$ cat src/rtl/playfield_ctrl.sv
// rtl/playfield_ctrl.sv - wave profile RAM fill sequencer with player position control
//
// Purpose: on a mode change or start request, waits for a vsync rising edge and then
// writes DEPTH consecutive profile samples (flat/ramp/triangle) to an external RAM.
// Independently tracks a player's vertical position from up/down button edges.
//
// Ports:
//   clock, reset_n        : clock, synchronous active-low reset
//   mode[1:0]             : profile select (0 flat, 1 ramp, 2 triangle, 3 flat)
//   start                 : one-cycle refill request
//   vsync                 : vertical sync, active high
//   up, down              : debounced button levels
//   wave_we/index/data    : profile RAM write port
//   busy                  : fill pending or in progress
//   done                  : one-cycle pulse on fill completion
//   p_vpos                : player vertical position
module playfield_ctrl #(
    parameter int DEPTH    = 1024,
    parameter int WAVE_W   = 10,
    parameter int IDX_W    = 10,
    parameter int VMAX     = 767,
    parameter int LEVEL    = 384,
    parameter int STEP     = 100,
    parameter int TRI_HALF = 256
) (
    input  logic              clock,
    input  logic              reset_n,
    input  logic [1:0]        mode,
    input  logic              start,
    input  logic              vsync,
    input  logic              up,
    input  logic              down,
    output logic              wave_we,
    output logic [IDX_W-1:0]  wave_index,
    output logic [WAVE_W-1:0] wave_data,
    output logic              busy,
    output logic              done,
    output logic [WAVE_W-1:0] p_vpos
);

    localparam logic [1:0] S_IDLE    = 2'd0;
    localparam logic [1:0] S_WAIT_VS = 2'd1;
    localparam logic [1:0] S_FILL    = 2'd2;

    localparam logic [IDX_W-1:0]  LAST_IDX = IDX_W'(DEPTH - 1);
    localparam logic [WAVE_W-1:0] LEVEL_V  = WAVE_W'(LEVEL);
    localparam logic [WAVE_W-1:0] STEP_V   = WAVE_W'(STEP);
    localparam logic [WAVE_W-1:0] VMAX_V   = WAVE_W'(VMAX);
    localparam logic [WAVE_W:0]   STEP_X   = (WAVE_W + 1)'(STEP);
    localparam logic [WAVE_W:0]   VMAX_X   = (WAVE_W + 1)'(VMAX);

    // Profile sample for index i; modulo by constants only.
    function automatic logic [WAVE_W-1:0] wave_val(input logic [1:0] m, input logic [IDX_W-1:0] i);
        logic [31:0] ii;
        logic [31:0] t;
        logic [31:0] r;
        ii = 32'(i);
        t  = ii % (2 * TRI_HALF);
        case (m)
            2'd1:    r = ii % (VMAX + 1);
            2'd2:    r = (t < TRI_HALF) ? t : (2 * TRI_HALF - 1 - t);
            default: r = LEVEL;
        endcase
        return r[WAVE_W-1:0];
    endfunction

    logic [1:0]        state_q, state_d;
    logic [1:0]        cur_mode_q;
    logic [1:0]        fill_mode_q, fill_mode_d;
    logic              vsync_q;
    logic              we_q, we_d;
    logic [IDX_W-1:0]  idx_q, idx_d;
    logic [WAVE_W-1:0] data_q, data_d;
    logic              done_q, done_d;
    logic              up_q, down_q;
    logic [WAVE_W-1:0] p_q, p_d;

    logic              vs_rise;
    logic              up_rise;
    logic              down_rise;
    logic [IDX_W-1:0]  idx_nxt;
    logic [WAVE_W:0]   p_sum;

    assign vs_rise   = vsync & ~vsync_q;
    assign up_rise   = up & ~up_q;
    assign down_rise = down & ~down_q;
    assign idx_nxt   = idx_q + IDX_W'(1);
    assign p_sum     = {1'b0, p_q} + STEP_X;

    always_comb begin
        state_d     = state_q;
        fill_mode_d = fill_mode_q;
        we_d        = 1'b0;
        idx_d       = idx_q;
        data_d      = data_q;
        done_d      = 1'b0;
        case (state_q)
            S_IDLE: begin
                if ((mode != cur_mode_q) || start) begin
                    state_d = S_WAIT_VS;
                end
            end
            S_WAIT_VS: begin
                // First write is issued from here so FILL starts with index 0 valid.
                if (vs_rise) begin
                    state_d     = S_FILL;
                    fill_mode_d = mode;
                    we_d        = 1'b1;
                    idx_d       = '0;
                    data_d      = wave_val(mode, '0);
                end
            end
            S_FILL: begin
                // A mode change outranks completion, even on the last write.
                if (mode != cur_mode_q) begin
                    state_d = S_WAIT_VS;
                end else if (idx_q == LAST_IDX) begin
                    state_d = S_IDLE;
                    done_d  = 1'b1;
                end else begin
                    we_d   = 1'b1;
                    idx_d  = idx_nxt;
                    data_d = wave_val(fill_mode_q, idx_nxt);
                end
            end
            default: state_d = S_IDLE;
        endcase
    end

    always_comb begin
        p_d = p_q;
        if (up_rise && !down_rise) begin
            p_d = (p_q >= STEP_V) ? (p_q - STEP_V) : '0;
        end else if (down_rise && !up_rise) begin
            p_d = (p_sum <= VMAX_X) ? p_sum[WAVE_W-1:0] : VMAX_V;
        end
    end

    always_ff @(posedge clock) begin
        if (!reset_n) begin
            // Edge detectors preset high so levels held through reset do not fire.
            state_q     <= S_WAIT_VS;
            cur_mode_q  <= mode;
            fill_mode_q <= mode;
            vsync_q     <= 1'b1;
            we_q        <= 1'b0;
            idx_q       <= '0;
            data_q      <= '0;
            done_q      <= 1'b0;
            up_q        <= 1'b1;
            down_q      <= 1'b1;
            p_q         <= LEVEL_V;
        end else begin
            state_q     <= state_d;
            cur_mode_q  <= mode;
            fill_mode_q <= fill_mode_d;
            vsync_q     <= vsync;
            we_q        <= we_d;
            idx_q       <= idx_d;
            data_q      <= data_d;
            done_q      <= done_d;
            up_q        <= up;
            down_q      <= down;
            p_q         <= p_d;
        end
    end

    assign wave_we    = we_q;
    assign wave_index = idx_q;
    assign wave_data  = data_q;
    assign done       = done_q;
    assign busy       = (state_q == S_WAIT_VS) || (state_q == S_FILL);
    assign p_vpos     = p_q;

endmodule

$ cat config.mk
export PLATFORM = sky130hd
export DESIGN_NAME = playfield_ctrl
export DESIGN_NICKNAME = d
export VERILOG_FILES = /design/src/rtl/playfield_ctrl.sv
export SDC_FILE = /design/constraint.sdc
export NUM_CORES = 1
export LEC_CHECK = 0
export ABC_CLOCK_PERIOD_IN_PS = 3700
export CAP_MARGIN = 20
export CORE_AREA = 2 2 72 74
export DETAILED_ROUTE_END_ITERATION = 10
export DIE_AREA = 0 0 74 76
export GPL_TIMING_DRIVEN = 0
export PLACE_DENSITY = 0.79
export SLEW_MARGIN = 20
export SYNTH_ARGS = -nofsm -noshare
export SYNTH_HDL_FRONTEND = slang
export SYNTH_SLANG_ARGS = --single-unit
$ cat constraint.sdc
create_clock -name clock -period 3.7 [get_ports clock]
set_clock_uncertainty 0.15 [all_clocks]
set_input_delay 0.74 -clock clock [delete_from_list [all_inputs] [get_ports clock]]
set_output_delay 0.74 -clock clock [all_outputs]
set_load 0.05 [all_outputs]
==> results.md, run 1 <==
* Post-Synth Simple-Gate Area at a little under a quarter
* TNS Setup at 0 ps
* Max Fclk at 329 MHz
* Synth Register Bits at 40
* Horiz. Die Dim at 74 µm
* Final HPWL DP at between 4 and 5 mm
* Die Y at 76 µm
* Status: complete, no violations
* Arr. time, crit path at 3070 ps
* Port bufs at 40
* Commonest non-fill, non-tap cell in the layout: clkdlybuf4s50_1
* Clock root cell: clkbuf_8
* Filler instances at 451
* Pin count of the biggest net entering global routing at 12
* Crit path buf inv count at 1
* Clock buffer depth at 2
* GRT Overall Usage at between 20% and 30%
* Core area at ~5000 µm²
* Ratio of cells with drive above 1 in the final layout at 5.74%
* Standby leakage power at 1.16 nW
* Yosys cell types at 57
* Hold depth at 2
* Worst Max-Slew Pin Slew at 600 ps
* Power Dens Cells at 453 nW/µm²
* Total Nets Final at about 400
* Synth Flop Type: dfxtp_1
* Area of the multi-input gates at 1590 µm²
* Post_cts resized at 0
* CTS tree: yes
* CP startpoint kind: register
* # H-tree levels at 2
* DRC Markers at 0
* Post-DRT Antenna Nets at 0
* Worst rel slew slack at 59.7%
* Register Area at 821 µm²
* Drt first-iter violations at roughly 280
* Net count after synthesis at 342
* Final Hold Fails at 0
* CP Max Fanout at 8
* WL final at 6.51 mm
* CP required at 3730 ps
* Placer Congestion at 0.928
* Max-cap violations at 0
* Antenna violations before repair at 0
* Total number of vias at 2548
* Total CTS buffers at 5
* Final period utilization at 82.2%
* CTS sink count at 40
* Crit Path Class: register to register
* Sequential cell area fraction in the yosys report at 31.9%
* Hold-fix buffers, CTS at 0
* Post-synthesis mux area share at approximately 2%
* Die area at 5620 µm²
* R2R depth at 8
* RR Endpoint: wave_data[7]$_SDFFE_PN0P_
* Min-delay src: wave_data[9]$_SDFFE_PN0P_
* Ys Warns at 0
* Maximum VDD drop at 0.532 mV
* Vias in the first global route at roughly 2300
* Rows at 26
* Top delay family on crit path: simple AND/OR/NAND/NOR gates
* Most used cell, CP: ha_1
* Remaining Overflow, GRT at 0
* XOR/XNOR Fraction of Synth Area at 5.11%
* Largest family of logic cells by synthesized area: compound AO/OA/AOI/OAI gates
* Post-synthesis async set-or-reset flop share at 0%
* Worst-path clk slew at 80 ps
* # setup viols final at 0
* Reg2Reg Setup Slack at 660 ps
* Crit path max-delay cell type: nor3_1
* Reg2reg start: wave_index[0]$_SDFFE_PN0P_
* First-pass GRT wire length at 11.1 mm
* Pre-Repair DR Iteration Count at 6
* N_diodes at 0
* Final critical-path required period at 3040 ps
* Post-DR vias/cell at approximately 5.8
* Most frequent cells in the layout: 40 x clkdlybuf4s50_1, 38 x dfxtp_1, 36 x nand2_1
* Initial Utilization at 52.3%
* I/O pin count at 41
* Compound-gate portion of the synthesized area at 23.8%
* Layout area overhead at 22.7%
* Area share of fa/ha/maj cells after synthesis at 7.30%
* EDFF count, synth at 2
* Netlist Area Pre-Place at 2570 µm²
* Largest stage delay on the critical path at about 530 ps
* Worst setup EP type: register
* Hold/Removal Path Class: register to register
* Cell Chain, Critical Path: ha_1, nand2_1, nor3_1, xnor2_1, inv_1, ha_1, a221oi_1, o21ai_0
* Syn Inst Count at 319
* Power, Total at 0.00143 W
* Routed length per placed instance at 14.9 µm
* Worst-Skew Late Latency at 300 ps
* Slew Limit Fails at 0
* Setup Buffers After CTS at 0
* Hold Path End: wave_data[9]$_SDFFE_PN0P_
* Unrepaired setup endpoints after global routing: false
* Synth Area per Inst at about 8.1 µm²
## worst max-delay path by stage
stage / start / depth (start not counted) / end
floorplan: wave_index[0]$_SDFFE_PN0P_ / 8 / wave_data[7]$_SDFFE_PN0P_
finish: wave_index[0]$_SDFFE_PN0P_ / 8 / wave_data[7]$_SDFFE_PN0P_
global route: wave_index[0]$_SDFFE_PN0P_ / 8 / wave_data[7]$_SDFFE_PN0P_
detailed placement: up / 8 / p_vpos[4]$_SDFFE_PN0P_
CTS: wave_index[0]$_SDFFE_PN0P_ / 8 / wave_data[7]$_SDFFE_PN0P_
global placement: up / 8 / p_vpos[4]$_SDFFE_PN0P_
## power breakdown
group | leakage, nW | switching (W) | internal [W]
Clock | 0.0503 | 0.000152 | 0.000166
Combinational | 0.779 | 0.000393 | 0.000208
Sequential | 0.330 | 0.0000319 | 0.000477
Total | 1.16 | 0.000578 | 0.000851
## worst min-delay path: cells and delay by family, from the launching register on
kind / cells / cell delay [ps]
DFF: 1 / 320
and+or+nand+nor: 2 / 110
## kinds of logic (layout without fill, tap and decap cells)
kind of cell	count (synthesis)	in the layout
AO/OA/AOI/OAI	88	88
XOR/XNOR	15	15
adder cells (fa/ha/maj)	15	15
buffers and inverters	34	81
flip-flops	40	40
multiplexers	5	5
AND/OR/NAND/NOR	122	122
## cells in the mapped netlist, types with 3 or more instances
master,number,share of area (%)
o21ai_0,23,4.5
xor2_1,8,2.7
clkbuf_1,11,1.6
a221oi_1,6,2.0
nand2_1,36,5.3
xnor2_1,7,2.4
mux2i_1,4,1.6
nand3_1,20,3.9
or3_1,3,0.73
a21oi_1,19,3.7
o211ai_1,3,0.88
nor2b_1,7,1.7
inv_1,16,2.3
nand2b_1,12,2.9
a31oi_1,5,1.2
nor3_1,11,2.1
buf_6,3,1.3
a32o_1,5,1.9
dfxtp_1,38,30
nand4_1,3,0.73
nor2_1,19,2.8
ha_1,15,7.3
## metrics by stage
| step | instance area [µm²] | setup slack, ps | utilization [%] | std cells | hold slack [ps] |
|---|---|---|---|---|---|
| 2_1_floorplan | 2570 | 801 | - | 319 | 364 |
| 5_1_grt | 3160 | 431 | 64.2 | 436 | 351 |
| 4_1_cts | 3160 | 724 | 64.2 | 436 | 332 |
| 6_report | 3160 | 660 | 64.2 | 436 | 322 |
| 3_5_place_dp | 3060 | 636 | 62.3 | 429 | 321 |
| 3_3_place_gp | 3060 | 643 | 62.3 | 429 | 304 |
## state kept, by name, indices dropped and copies added, names as in the netlist
register,cells
wave_we,1
down_q,1
state_q,2
fill_mode_q,2
cur_mode_q,2
vsync_q,1
wave_index,10
up_q,1
wave_data,10
p_vpos,9
done,1
## layer usage
layer	wire length, µm	global-route usage (%)
met1	2800	31.8
met3	326	3.31
met4	82	9.45
met2	3290	41.3
met5	0	0
## final cells by class
cell class              count  area share, %
well taps                  70           2.78
plain buffers              17           3.13
inverters                  17           2.02
flip-flops and latches     40           26.0
repair buffers             40           12.7
clock buffers               7           3.05
multi-input cells         245           50.3
Note: power is estimated with default switching activity, not from simulation.
==> run 2, diff against run 1 <==
==> config.mk (replaced) <==
export PLATFORM = sky130hd
export DESIGN_NAME = playfield_ctrl
export DESIGN_NICKNAME = d
export VERILOG_FILES = /design/src/rtl/playfield_ctrl.sv
export SDC_FILE = /design/constraint.sdc
export NUM_CORES = 1
export LEC_CHECK = 0
export ABC_CLOCK_PERIOD_IN_PS = 2450
export CAP_MARGIN = 20
export CORE_AREA = 2 2 76 78
export DETAILED_ROUTE_END_ITERATION = 10
export DIE_AREA = 0 0 78 80
export GPL_TIMING_DRIVEN = 0
export PLACE_DENSITY = 0.75
export SLEW_MARGIN = 20
export SYNTH_ARGS = -nofsm -noshare
export SYNTH_HDL_FRONTEND = slang
export SYNTH_SLANG_ARGS = --single-unit
==> constraint.sdc (replaced) <==
create_clock -name clock -period 2.45 [get_ports clock]
set_clock_uncertainty 0.15 [all_clocks]
set_input_delay 0.49 -clock clock [delete_from_list [all_inputs] [get_ports clock]]
set_output_delay 0.49 -clock clock [all_outputs]
set_load 0.05 [all_outputs]
==> run 2 against run 1 <==
Net effect: cell count grew 2.5%; via count grew 1.3%; critical path depth shrank 7; sequential power grew 51%; cell area grew 3.7%; register-to-register slack lost 550 ps; first-iteration DRC count shrank 49%; non-clock buffer count grew 8; combinational power grew 59%; clock power grew 35%; sequential share of layout area shrank 0.55 points; die area grew 11%; largest cell class unchanged.
==> results.md, run 2 (synthesized netlist as in run 1, its figures left out) <==
* Unrepaired setup endpoints after global routing: true
* CP startpoint kind: register
* Largest stage delay on the critical path at 880 ps
* Placer Congestion at 0.975
* Cell Area, Placed at 3080 µm²
* Critical path launch point: wave_index[8]$_SDFFE_PN0P_
* CTS tree: yes
* Worst Max-Slew Pin Slew at 543 ps
* CTS sink count at 40
* Arr. time, crit path at between 1500 and 2000 ps
* Hold Path End: wave_data[9]$_SDFFE_PN0P_
* Reg2reg start: wave_index[0]$_SDFFE_PN0P_
* Antenna violations before repair at 0
* I/O pin count at 41
* Final HPWL DP at 4.88 mm
* Standby leakage power at around 1.2 nW
* Most frequent cells in the layout: 39 x clkdlybuf4s50_1, 34 x nand2_1, 32 x dfxtp_1
* Post-DR vias/cell at 5.78
* Total CTS buffers at 5
* Total Nets Final at around 400
* N_diodes at 0
* Clock root cell: clkbuf_8
* Final worst slack at 95.5 ps
* Max Fclk at 425 MHz
* RR Endpoint: wave_data[8]$_SDFFE_PN0P_
* Drt first-iter violations at 145
* CP Max Fanout at 7
* Cell Chain, Critical Path: clkdlybuf4s50_1
* WL final at 6.75 mm
* Worst setup EP type: output port
* Core area at between 5000 and 6000 µm²
* Power, Total at between 0.002 and 0.0025 W
* Top delay family on crit path: buffers and inverters
* Maximum VDD drop at 0.874 mV
* Initial Utilization at 47.6%
* R2R depth at 8
* Port bufs at 40
* Commonest non-fill, non-tap cell in the layout: clkdlybuf4s50_1
* Hold/Removal Path Class: register to register
* Horiz. Die Dim at 78 µm
* GRT Overall Usage at 22.6%
* Crit path max-delay cell type: clkdlybuf4s50_1
* Final Hold Fails at 0
* CP required at 1810 ps
* Max-cap violations at 0
* Worst-path clk slew at about 80 ps
* Total number of vias at 2582
* Vias in the first global route at 2446
* Power Dens Cells at around 660 nW/µm²
* Hold-fix buffers, CTS at 0
* Status: complete, no violations
* TNS Setup at 0 ps
* First-pass GRT wire length at roughly 11 mm
* Slew Limit Fails at 0
* # H-tree levels at 2
* Final critical-path required period at 2350 ps
* Pin count of the biggest net entering global routing at 13
* Remaining Overflow, GRT at 0
* Crit path buf inv count at 1
* Pre-Repair DR Iteration Count at 5
* Hold depth at 2
* Clock buffer depth at 2
* Crit Path Class: register to output port
* # setup viols final at 0
* Worst rel slew slack at 63.8%
* Min-delay src: wave_data[9]$_SDFFE_PN0P_
* Worst-Skew Late Latency at 290 ps
* Rows at 27
* Fin area at 3270 µm²
* Post-place setup slack at -389 ps
* Layout area overhead at 27.3%
* Final period utilization at around 96%
* Routed length per placed instance at 15.1 µm
* Die area at 6240 µm²
* DRC Markers at 0
* Post-DRT Antenna Nets at 0
* Die Y at 80 µm
* Ratio of cells with drive above 1 in the final layout at roughly an eighth
* Reg2Reg Setup Slack at approximately 110 ps
[run 2: area by class of cell]
type / count / area [µm²]
multi-input cells: 245 / 1640
inverters: 17 / 63.8
clock inverters: 3 / 13.8
well taps: 72 / 90.1
fillers: 499 / 2130
plain buffers: 17 / 100
repair buffers: 48 / 459
clock buffers: 5 / 68.8
flip-flops and latches: 40 / 833
[run 2: metrics by stage]
stage / utilization, % / std cells / hold WS, ps
global placement: 57.0 / 431 / 294
global route: 60.6 / 447 / 334
CTS: 59.2 / 441 / 308
detailed placement: 57.0 / 431 / 295
floorplan: - / 319 / 364
finish: 60.6 / 447 / 310
[run 2: metal layers]
metal	vias to the layer above	track usage (%)	routed length (µm)
met1	1229	26.3	2950
li1	1268	-	-
met5	-	0	0
met4	0	8.25	121
met3	11	3.62	225
met2	74	41.5	3450
[run 2: power by group]
part	switching (W)	total, W	internal, W	leakage (nW)
Sequential	0.0000506	0.000769	0.000718	0.334
Clock	0.000236	0.000430	0.000194	0.0453
Combinational	0.000613	0.000954	0.000341	0.835
[run 2: worst max-delay path by stage]
stage | end | slack, ps | depth (start not counted)
6_report | wave_index[8] | 100 | 1
5_1_grt | wave_data[8]$_SDFFE_PN0P_ | 4 | 8
4_1_cts | wave_data[7]$_SDFFE_PN0P_ | 9 | 8
3_5_place_dp | p_vpos[4]$_SDFFE_PN0P_ | -390 | 8
3_3_place_gp | p_vpos[4]$_SDFFE_PN0P_ | -400 | 8
2_1_floorplan | wave_data[7]$_SDFFE_PN0P_ | 8 | 8
[run 2: worst reg2reg max path, cell delays in order, from the launching register on]
cell and delay (ps):
dfxtp_4 410, ha_4 180, nand2_2 90, or4_4 520
and3_1 190, buf_6 130, o21a_2 280, o221ai_1 200
a21oi_1 60
[run 2: timing repair]
action / in CTS / in global routing
setup endpoints to repair: 18 / 23
buffers inserted: 2 / 6
gates cloned: 0 / 0
pin swaps: 1 / 4
gates resized for setup: 10 / 5
==> run 3, diff against run 2 <==
--- a/config.mk
+++ b/config.mk
@@ -11,7 +11,7 @@
 export DETAILED_ROUTE_END_ITERATION = 10
 export DIE_AREA = 0 0 78 80
 export GPL_TIMING_DRIVEN = 0
-export PLACE_DENSITY = 0.75
+export PLACE_DENSITY = 0.84
 export SLEW_MARGIN = 20
 export SYNTH_ARGS = -nofsm -noshare
 export SYNTH_HDL_FRONTEND = slang
==> run 3 against run 2 <==
Net effect: clock power rose by 38%; first-iteration DRC count rose by 13%; sequential power barely moved; highest routed layer unchanged; worst hold slack barely moved; sequential share of layout area barely moved; global-route usage fell by 1.0 points; non-clock buffer count fell by 5.
==> results.md, run 3 (synthesized netlist as in run 1, its figures left out) <==
* Commonest non-fill, non-tap cell in the layout: clkdlybuf4s50_1
* Arr. time, crit path at around 2400 ps
* Final Hold Fails at 0
* Die area at ~6200 µm²
* I/O pin count at 41
* Total number of vias at 2515
* CP Max Fanout at 10
* Most frequent cells in the layout: 39 x clkdlybuf4s50_1, 35 x nand2_1, 31 x dfxtp_1
* First-pass GRT wire length at roughly 11 mm
* Final HPWL DP at 4.84 mm
* Ratio of cells with drive above 1 in the final layout at 11.9%
* Largest stage delay on the critical path at between 500 and 600 ps
* Crit path max-delay cell type: or4_4
* Max-cap violations at 0
* Worst-path clk slew at 80 ps
* Clock root cell: clkbuf_8
* Drt first-iter violations at 164
* Hold-fix buffers, CTS at 0
* Post-DR vias/cell at 5.69
* TNS Setup at 0 ps
* Pin count of the biggest net entering global routing at 13
* Worst Max-Slew Pin Slew at 531 ps
* Total CTS buffers at 5
* Slew Limit Fails at 0
* Final critical-path required period at around 2400 ps
* Maximum VDD drop at 0.624 mV
* Clock buffer depth at 2
* # H-tree levels at 2
* Remaining Overflow, GRT at 0
* Reg2reg start: wave_index[0]$_SDFFE_PN0P_
* N_diodes at 0
* R2R depth at 9
* Total Nets Final at roughly 390
* Core area at 5410 µm²
* GRT Overall Usage at 21.6%
* Crit Path Class: register to register
* Vias in the first global route at around 2400
* Initial Utilization at between 40% and 50%
* Cell Chain, Critical Path: ha_4, nand2_2, or4_4, and3_1, buf_6, o21ai_4, buf_6, nand2_1, a21oi_1
* RR Endpoint: wave_index[8]$_SDFFE_PN0P_
* Worst setup EP type: register
* Min-delay src: wave_data[9]$_SDFFE_PN0P_
* Post-DRT Antenna Nets at 0
* Most used cell, CP: buf_6
* Routed length per placed instance at ~15 µm
* Worst-Skew Late Latency at 300 ps
* Horiz. Die Dim at 78 µm
* CTS tree: yes
* Hold Path End: wave_data[9]$_SDFFE_PN0P_
* WL final at 6.59 mm
* Rows at 27
* DRC Markers at 0
* Layout area overhead at 27.6%
* Hold depth at 2
* CP required at 2530 ps
* Standby leakage power at 1.22 nW
* CTS sink count at 40
* Reg2Reg Setup Slack at 80 ps
* CP startpoint kind: register
* Max Fclk at 423 MHz
* Hold/Removal Path Class: register to register
* # setup viols final at 0
* Placer Congestion at 0.896
* Min Hold Slack at 310 ps
* Status: complete, no violations
* Pre-Repair DR Iteration Count at 5
* Worst rel slew slack at 64.6%
* Die Y at 80 µm
* Port bufs at 40
* Power Dens Cells at 699 nW/µm²
* Final period utilization at 96.6%
* Antenna violations before repair at 0
-- run 3: worst max-delay path: cells and delay by family, from the launching register on --
kind,cells,cell delay [ps]
AND/OR/NAND/NOR,4,880
flip-flops,1,420
adder cells (fa/ha/maj),1,180
AO/OA/AOI/OAI,2,350
buffers and inverters,2,310
-- run 3: routing by layer --
| layer | share of wire (%) | GRT usage, % | wire length [µm] |
|---|---|---|---|
| met5 | 0 | 0 | 0 |
| met4 | 0.88 | 5.96 | 58 |
| met3 | 5.2 | 3.73 | 342 |
| met2 | 52 | 39.7 | 3430 |
| met1 | 42 | 25.7 | 2760 |
-- run 3: area by class of cell --
type                    count  area [µm²]
multi-input cells         245        1640
repair buffers             43         422
fillers                   497        2120
clock buffers               7        96.3
plain buffers              17         100
flip-flops and latches     40         835
well taps                  72        90.1
inverters                  17        63.8
clock inverters             1        30.0
-- run 3: where the power goes --
group / switching, W / internal, W / total, W
Combinational: 0.000604 / 0.000329 / 0.000932
Clock: 0.000233 / 0.000359 / 0.000592
Sequential: 0.0000507 / 0.000719 / 0.000769
-- run 3: worst max-delay path by stage --
stage | start | end | slack (ps) | depth (start not counted)
3_3_place_gp | up | p_vpos[4]$_SDFFE_PN0P_ | -410 | 8
4_1_cts | wave_index[0]$_SDFFE_PN0P_ | wave_index[8]$_SDFFE_PN0P_ | 4 | 9
5_1_grt | mode[0] | wave_index[7]$_SDFFE_PN0P_ | -3 | 8
6_report | wave_index[0]$_SDFFE_PN0P_ | wave_index[8]$_SDFFE_PN0P_ | 80 | 9
2_1_floorplan | wave_index[6]$_SDFFE_PN0P_ | wave_data[7]$_SDFFE_PN0P_ | 8 | 8
3_5_place_dp | up | p_vpos[4]$_SDFFE_PN0P_ | -420 | 8
-- run 3: what timing repair did --
action                     in CTS  in global routing
pin swaps                       1                  2
buffers inserted                1                  2
gates cloned                    0                  0
gates resized for setup         7                  9
setup endpoints to repair      14                 29
-- run 3: metrics by stage --
step	worst slack [ps]	power (W)	area [µm²]	utilization (%)	instances
after global routing	-2.58	0.00241	3280	60.7	442
final	83.8	0.00229	3280	60.7	442
after CTS	3.72	0.00228	3230	59.8	440
after floorplan	8.12	0.00144	2590	-	319
after detailed placement	-421	0.00169	3080	57.0	431
after global placement	-409	0.00166	3080	57.0	431
